## config.mk

```make
export PLATFORM = sky130hd
export DESIGN_NAME = mem_access_stage
export DESIGN_NICKNAME = d
export VERILOG_FILES = /design/src/rtl/mem_access_stage_pkg.sv /design/src/rtl/mem_access_stage_load_align.sv /design/src/rtl/mem_access_stage.sv
export SDC_FILE = /design/constraint.sdc
export NUM_CORES = 1
export LEC_CHECK = 0
export BUFFER_PORTS_ARGS = -buffer_cell sky130_fd_sc_hd__buf_2
export CAP_MARGIN = 20
export CORE_AREA = 3 3 177 179
export CTS_BUF_LIST = sky130_fd_sc_hd__clkbuf_8
export CTS_CLUSTER_SIZE = 16
export DETAILED_ROUTE_END_ITERATION = 12
export DIE_AREA = 0 0 180 182
export GPL_ROUTABILITY_DRIVEN = 0
export PLACE_DENSITY = 0.65
export SYNTH_ARGS = -nofsm -noshare
export SYNTH_HDL_FRONTEND = slang
export SYNTH_SLANG_ARGS = --single-unit
```

## constraint.sdc

```tcl
create_clock -name cpu_clk_50M -period 4.3 [get_ports cpu_clk_50M]
set_clock_uncertainty 0.1 [all_clocks]
set_input_delay 0.645 -clock cpu_clk_50M [delete_from_list [all_inputs] [get_ports cpu_clk_50M]]
set_output_delay 0.645 -clock cpu_clk_50M [all_outputs]
set_load 0.05 [all_outputs]
```

## src/rtl/mem_access_stage_pkg.sv

```systemverilog
// Shared definitions for the memory-access pipeline stage: reset and write
// polarities, bus widths, aluop codes, FSM state encoding and the layout of
// the stage's pipeline register.
package mem_access_stage_pkg;

    localparam logic RST_ENABLE   = 1'b0;
    localparam logic WRITE_ENABLE = 1'b1;

    localparam int REG_BUS_W        = 32;
    localparam int DOUBLE_REG_BUS_W = 64;
    localparam int ALUOP_BUS_W      = 8;
    localparam int REG_ADDR_W       = 5;

    localparam logic [ALUOP_BUS_W-1:0] MINIMIPS32_NOP   = 8'h00;
    localparam logic [ALUOP_BUS_W-1:0] MINIMIPS32_MULT  = 8'h14;
    localparam logic [ALUOP_BUS_W-1:0] MINIMIPS32_ADDIU = 8'h19;
    localparam logic [ALUOP_BUS_W-1:0] MINIMIPS32_LB    = 8'h90;
    localparam logic [ALUOP_BUS_W-1:0] MINIMIPS32_LW    = 8'h92;
    localparam logic [ALUOP_BUS_W-1:0] MINIMIPS32_SB    = 8'h98;
    localparam logic [ALUOP_BUS_W-1:0] MINIMIPS32_SW    = 8'h9A;

    // IDLE must encode as zero so the debug state reads 0 during reset.
    typedef enum logic [1:0] {
        ST_IDLE = 2'd0,
        ST_REQ  = 2'd1,
        ST_DONE = 2'd2
    } mem_state_t;

    // Execute-stage results held for the duration of one memory access.
    typedef struct packed {
        logic [ALUOP_BUS_W-1:0]      aluop;
        logic [REG_ADDR_W-1:0]       wa;
        logic                        wreg;
        logic                        whilo;
        logic                        mreg;
        logic [REG_BUS_W-1:0]        wd;
        logic [REG_BUS_W-1:0]        din;
        logic [DOUBLE_REG_BUS_W-1:0] mul;
    } mem_preg_t;

    function automatic logic is_mem_op(input logic [ALUOP_BUS_W-1:0] op);
        return (op == MINIMIPS32_LB) || (op == MINIMIPS32_LW) ||
               (op == MINIMIPS32_SB) || (op == MINIMIPS32_SW);
    endfunction

    function automatic logic is_store_op(input logic [ALUOP_BUS_W-1:0] op);
        return (op == MINIMIPS32_SB) || (op == MINIMIPS32_SW);
    endfunction

endpackage

```

## src/rtl/mem_access_stage_load_align.sv

```systemverilog
// Load data alignment: LB picks one little-endian byte lane of the fetched
// word and sign-extends it; LW passes the word through unchanged.
module load_align
    import mem_access_stage_pkg::*;
(
    input  logic [REG_BUS_W-1:0] ld_data,
    input  logic [1:0]           byte_sel,
    input  logic                 is_byte,
    output logic [REG_BUS_W-1:0] result
);

    logic [7:0] lane;

    // Select the addressed byte lane, then sign-extend it for byte loads.
    always_comb begin
        lane = ld_data[7:0];
        case (byte_sel)
            2'd0:    lane = ld_data[7:0];
            2'd1:    lane = ld_data[15:8];
            2'd2:    lane = ld_data[23:16];
            default: lane = ld_data[31:24];
        endcase
        if (is_byte) begin
            result = {{24{lane[7]}}, lane};
        end else begin
            result = ld_data;
        end
    end

endmodule

```

## src/rtl/mem_access_stage.sv

```systemverilog
// Memory-access pipeline stage. Holds execute results in a pipeline register,
// runs one data-bus transaction per load/store through a three-state FSM
// (IDLE/REQ/DONE), stalls upstream while the bus is busy, and presents the
// write-back and forwarding results.
//
// Data bus handshake: dbus_req is high for every REQ cycle and the request
// fields stay stable until the cycle in which dbus_ack is seen high; that
// cycle completes the access. dbus_ack outside REQ carries no meaning and is
// ignored. At most one request is outstanding; dbus_req drops in DONE.
module mem_access_stage
    import mem_access_stage_pkg::*;
(
    input  logic                        cpu_clk_50M,
    input  logic                        cpu_rst_n,
    input  logic [ALUOP_BUS_W-1:0]      mem_aluop_i,
    input  logic [REG_ADDR_W-1:0]       mem_wa_i,
    input  logic                        mem_wreg_i,
    input  logic                        mem_whilo_i,
    input  logic                        mem_mreg_i,
    input  logic [REG_BUS_W-1:0]        mem_wd_i,
    input  logic [REG_BUS_W-1:0]        mem_din_i,
    input  logic [DOUBLE_REG_BUS_W-1:0] mem_mul_i,
    output logic                        stall_o,
    output logic                        dbus_req,
    output logic                        dbus_we,
    output logic [3:0]                  dbus_be,
    output logic [REG_BUS_W-1:0]        dbus_addr,
    output logic [REG_BUS_W-1:0]        dbus_wdata,
    input  logic                        dbus_ack,
    input  logic [REG_BUS_W-1:0]        dbus_rdata,
    output logic [REG_ADDR_W-1:0]       wb_wa_o,
    output logic                        wb_wreg_o,
    output logic [REG_BUS_W-1:0]        wb_wd_o,
    output logic                        wb_whilo_o,
    output logic [DOUBLE_REG_BUS_W-1:0] wb_hilo_o,
    output logic                        mem2id_wreg,
    output logic [REG_ADDR_W-1:0]       mem2id_wa,
    output logic [REG_BUS_W-1:0]        mem2id_wd,
    output logic                        mem2exe_whilo,
    output logic [DOUBLE_REG_BUS_W-1:0] mem2exe_hilo,
    output logic [1:0]                  dbg_state
);

    mem_state_t           state;
    mem_state_t           state_nxt;
    mem_preg_t            p;
    logic [REG_BUS_W-1:0] ld;
    logic [REG_BUS_W-1:0] ld_result;
    logic                 p_is_store;

    assign p_is_store = is_store_op(p.aluop);

    // Pipeline register: take new execute results whenever not stalled.
    always_ff @(posedge cpu_clk_50M) begin
        if (cpu_rst_n == RST_ENABLE) begin
            p <= '0;
        end else if (!stall_o) begin
            p <= '{aluop: mem_aluop_i, wa: mem_wa_i, wreg: mem_wreg_i,
                   whilo: mem_whilo_i, mreg: mem_mreg_i, wd: mem_wd_i,
                   din: mem_din_i, mul: mem_mul_i};
        end
    end

    // Load data register: latch bus read data on the completing cycle.
    always_ff @(posedge cpu_clk_50M) begin
        if (cpu_rst_n == RST_ENABLE) begin
            ld <= '0;
        end else if ((state == ST_REQ) && dbus_ack) begin
            ld <= dbus_rdata;
        end
    end

    // FSM state register; reset abandons any access in flight.
    always_ff @(posedge cpu_clk_50M) begin
        if (cpu_rst_n == RST_ENABLE) begin
            state <= ST_IDLE;
        end else begin
            state <= state_nxt;
        end
    end

    // Next state: wait in REQ for ack; otherwise follow the op being captured.
    always_comb begin
        state_nxt = state;
        case (state)
            ST_REQ: begin
                if (dbus_ack) begin
                    state_nxt = ST_DONE;
                end
            end
            default: begin
                state_nxt = is_mem_op(mem_aluop_i) ? ST_REQ : ST_IDLE;
            end
        endcase
    end

    load_align u_load_align (
        .ld_data  (ld),
        .byte_sel (p.wd[1:0]),
        .is_byte  (p.aluop == MINIMIPS32_LB),
        .result   (ld_result)
    );

    // Outputs: bus request fields in REQ, write-back from P; all zero in reset.
    always_comb begin
        stall_o    = 1'b0;
        dbus_req   = 1'b0;
        dbus_we    = 1'b0;
        dbus_be    = 4'b0000;
        dbus_addr  = '0;
        dbus_wdata = '0;
        wb_wa_o    = '0;
        wb_wreg_o  = 1'b0;
        wb_wd_o    = '0;
        wb_whilo_o = 1'b0;
        wb_hilo_o  = '0;
        dbg_state  = 2'b00;
        if (cpu_rst_n != RST_ENABLE) begin
            dbg_state = state;
            if (state == ST_REQ) begin
                stall_o   = 1'b1;
                dbus_req  = 1'b1;
                dbus_we   = p_is_store;
                dbus_addr = {p.wd[31:2], 2'b00};
                case (p.aluop)
                    MINIMIPS32_SB: begin
                        dbus_be    = 4'b0001 << p.wd[1:0];
                        dbus_wdata = {4{p.din[7:0]}};
                    end
                    MINIMIPS32_SW: begin
                        dbus_be    = 4'b1111;
                        dbus_wdata = p.din;
                    end
                    default: begin
                        dbus_be    = 4'b1111;
                        dbus_wdata = '0;
                    end
                endcase
            end
            wb_wa_o    = p.wa;
            wb_wd_o    = (p.mreg && (state == ST_DONE)) ? ld_result : p.wd;
            wb_whilo_o = p.whilo;
            wb_hilo_o  = p.mul;
            wb_wreg_o  = ((state == ST_REQ) || p_is_store) ? ~WRITE_ENABLE : p.wreg;
        end
    end

    assign mem2id_wreg   = wb_wreg_o;
    assign mem2id_wa     = wb_wa_o;
    assign mem2id_wd     = wb_wd_o;
    assign mem2exe_whilo = wb_whilo_o;
    assign mem2exe_hilo  = wb_hilo_o;

endmodule

```

==> summary by stage <==
Run status
The flow ran to the end, and the final reports show no timing, DRC or antenna violations.

Logic synthesis
The Yosys warning count is 0. The number of instances in the synthesized netlist is 1147. The synthesized design contains 178 register bits. The cell area that synthesis handed to floorplanning was 8950 um2. After synthesis, the most frequently instantiated cells are nand2_1 (339), dfxtp_1 (178), a21boi_0 (144). The share of Yosys cell area claimed by the top area cell type is 39.8%. Of the total synthesized cell area, the portion taken by AND, OR, NAND and NOR gates is 25.2%. The xor/xnor share of the synthesized area is 0%. The portion of netlist area occupied by mux cells is 1.13%. Ranked by total cell area, the synthesized netlist is headed by dfxtp_1 (40%), nand2_1 (14%), a21boi_0 (12%), buf_4 (8.9%), and2_1 (5.6%). The average instance area after synthesis is 7.80 um2.

Counting flops with a built-in enable in the synthesized netlist gives 0. The cell with the most instances after synthesis is nand2_1. The post-synthesis sequential area ratio is 39.8%. Summed over all instances, the cell type with the most area after synthesis is dfxtp_1.

In the synthesized netlist the dominant register cell turns out to be dfxtp_1. The count of cell types in the netlist is 37. The post-synthesis compound-gate area fraction is 20.7%. The synthesized-area fraction occupied by adder cells is 0%.

Of all flip-flops after synthesis, the portion carrying an async set or reset was 0%. The main combinational cell family by area after synthesis is simple AND/OR/NAND/NOR gates.

Worst setup path
The kind of start point of the critical path is a flip-flop. In this run the worst path has a maximum fanout of 16. The worst register-to-register path ends at ld[26]. The class of the most critical setup path is flip-flop to output port. The data arrival time at the worst-slack endpoint is 2990 ps. Across all register-to-register paths, the minimum setup slack is 1920 ps. The data required time of the worst path is 3560 ps. STA classifies the critical path endpoint as an output port. The startpoint identified for the worst register-to-register timing path is state[0]. The number of cells on the worst reg-to-reg path is 5.

Timing
The transition at the pin with the smallest max-transition slack is 866 ps. Static timing analysis puts the maximum clock frequency at 268 MHz. The number of hold violations in the final report came to 0. Setup violations remaining at the end of the flow were counted as 0. The minimum clock period is 3740 ps.

The final number of max-transition violations is 0. Setup repair after global routing left no endpoint under its margin. The worst relative slew slack is 42.3%.

The worst path uses 86.9% of the clock period. The final total negative setup slack is 0 ps.

Die
The die covers 32800 um2. For this configuration, the core starts out at a cell density of 30.1%. In this run the horizontal extent of the chip is 180 um.

The initialized floorplan defines 63 standard-cell rows. 458 I/O pins were placed. The core region is 29700 um2. The height of the chip is 182 um.

Hold path
The worst hold path endpoint is ld[10]. The number of cells traversed by the worst hold path is 2. The path category of the worst min-delay check is primary input to flip-flop. The beginning of the worst hold path is dbus_rdata[10].

Clock network
The TritonCTS clock tree is done. The number of levels the H-tree was split into is 4. After clock tree synthesis, the flow added hold-fix buffers numbering 0.

The clock sink count is 178. The later pin in the worst-skew pair is clocked with a latency of 440 ps. Once the clock tree was built, the resizer swapped 0 gates to a different size. In this run the clock root is driven by a clkbuf_8. The clock transition at the registers of the reported paths is 110 ps.

Buffers added to address setup during post-CTS repair amount to 0. Counting along the longest clock path gives a buffer depth of 2. The total CTS buffers is 17.

Routing
The detailed-route vias per instance is 4.70. The initial detailed-routing violation count is 670. The via count is 8661.

In the final routed layout, each cell accounts on average for 17.1 um. The remaining antenna violation count is 0. For this run, design rule violations remaining after detail routing come to 0.

For this block, the routed nets add up to 31400 um of wire. For this run, the detailed router's first-pass iteration total came to 5.

GRT
The first global-routing pass estimated 47000 um of wire. Entering global routing, the biggest net connects 178 pins. For this run, the total global-route usage over all layers was measured as 18.1%. The via count of the first global-routing pass is 8152.

The initial antenna violation count is 10. Global routing finished with a remaining overflow of 0.

Pwr
For this design the static power due to leakage is 0.00568 uW. The worst IR drop on VDD is 0.180 mV. Dividing total power by cell area gives a power density of 324 nW/um2.

The power after layout is 3590 uW.

Finish
The sequential cells in the finished layout cover a total of 3560 um2. The net count reported at finish is 1616. Summing all multi-input logic gate instances after layout gives 4240 um2. The filler cells instantiated in the layout total 3134. The fraction of final layout cells sized beyond drive strength 1 is 35.4%. The growth of design area from synthesis to finish is 24.0%.

Placement
The post-DP HPWL is 23400 um. In this run the tool buffered the top-level ports with 455 buffer cells.

Run
The max-cap check violation count is 0.
## flip-flops by register name, summed over array words and instances, names as in the netlist
signal and count:
ld 32, p 144, state 2
## per-layer routing
layer,GRT usage (%),routed length [um],up-vias,part of all wire [%]
met5,0,41,-,0.13
met2,30.4,14900,382,47
met1,23.2,13600,4003,43
met4,6.19,807,6,2.6
met3,3.53,2090,58,6.6
li1,-,-,4212,-
## metrics by stage
stage	cells	cell area (um2)	hold WS (ps)	worst slack, ps	util (%)
2_1_floorplan	1148	8950	336	694	-
3_5_place_dp	1808	10700	353	1110	36.0
5_1_grt	1843	11100	259	365	37.3
6_report	1844	11100	298	564	37.3
3_3_place_gp	1808	10700	344	1170	36.0
4_1_cts	1840	11100	248	565	37.3
## final cells by class
type	instances	area share, %
diodes	4	0.0903
clock buffers	18	2.23
clock inverters	14	1.21
inverters	3	0.102
multi-input cells	770	38.2
flip-flops and latches	178	32.1
well taps	390	4.40
repair buffers	467	21.6
## layout by cell type, fill, tap and decap left out, drive strengths merged, types with 2 or more instances in the layout
master,n
nand2,339
buf,467
dfxtp,178
a21boi,145
nor2b,3
a22o,39
or2,2
a21oi,35
nor2,27
clkinvlp,2
and3,31
and2,80
inv,10
conb,2
diode,4
clkinv,4
nand2b,10
o21ai,32
clkbuf,18
a22oi,7
mux2,7
## logic make-up (layout without fill, tap and decap cells)
group | after synthesis | count (layout)
AND/OR/NAND/NOR | 500 | 500
AO/OA/AOI/OAI | 260 | 260
buffers and inverters | 200 | 502
flip-flops | 178 | 178
multiplexers | 8 | 8
other | 1 | 6
## worst max-delay path by stage
stage,start,to,slack (ps),cells after the start
after global routing,p[96],wb_wd_o[13],360,5
after CTS,p[96],wb_wd_o[13],560,5
after detailed placement,p[96],wb_wd_o[13],1110,5
final,p[96],wb_wd_o[13],560,5
after floorplan,p[137],wb_wd_o[10],690,6
after global placement,p[96],wb_wd_o[13],1170,5
## critical path: stages (launching register included)
cell	delay, ps
dfxtp_1	620
mux4_2	600
o311ai_4	530
buf_4	310
o21ai_0	200
buf_2	270
## where the power goes
| part | switching, uW | internal, uW | total (uW) |
|---|---|---|---|
| clock network | 669 | 485 | 1150 |
| logic | 472 | 193 | 665 |
| registers | 49.7 | 1720 | 1770 |
| total | 1190 | 2400 | 3590 |
(Power assumes the default switching activity.)
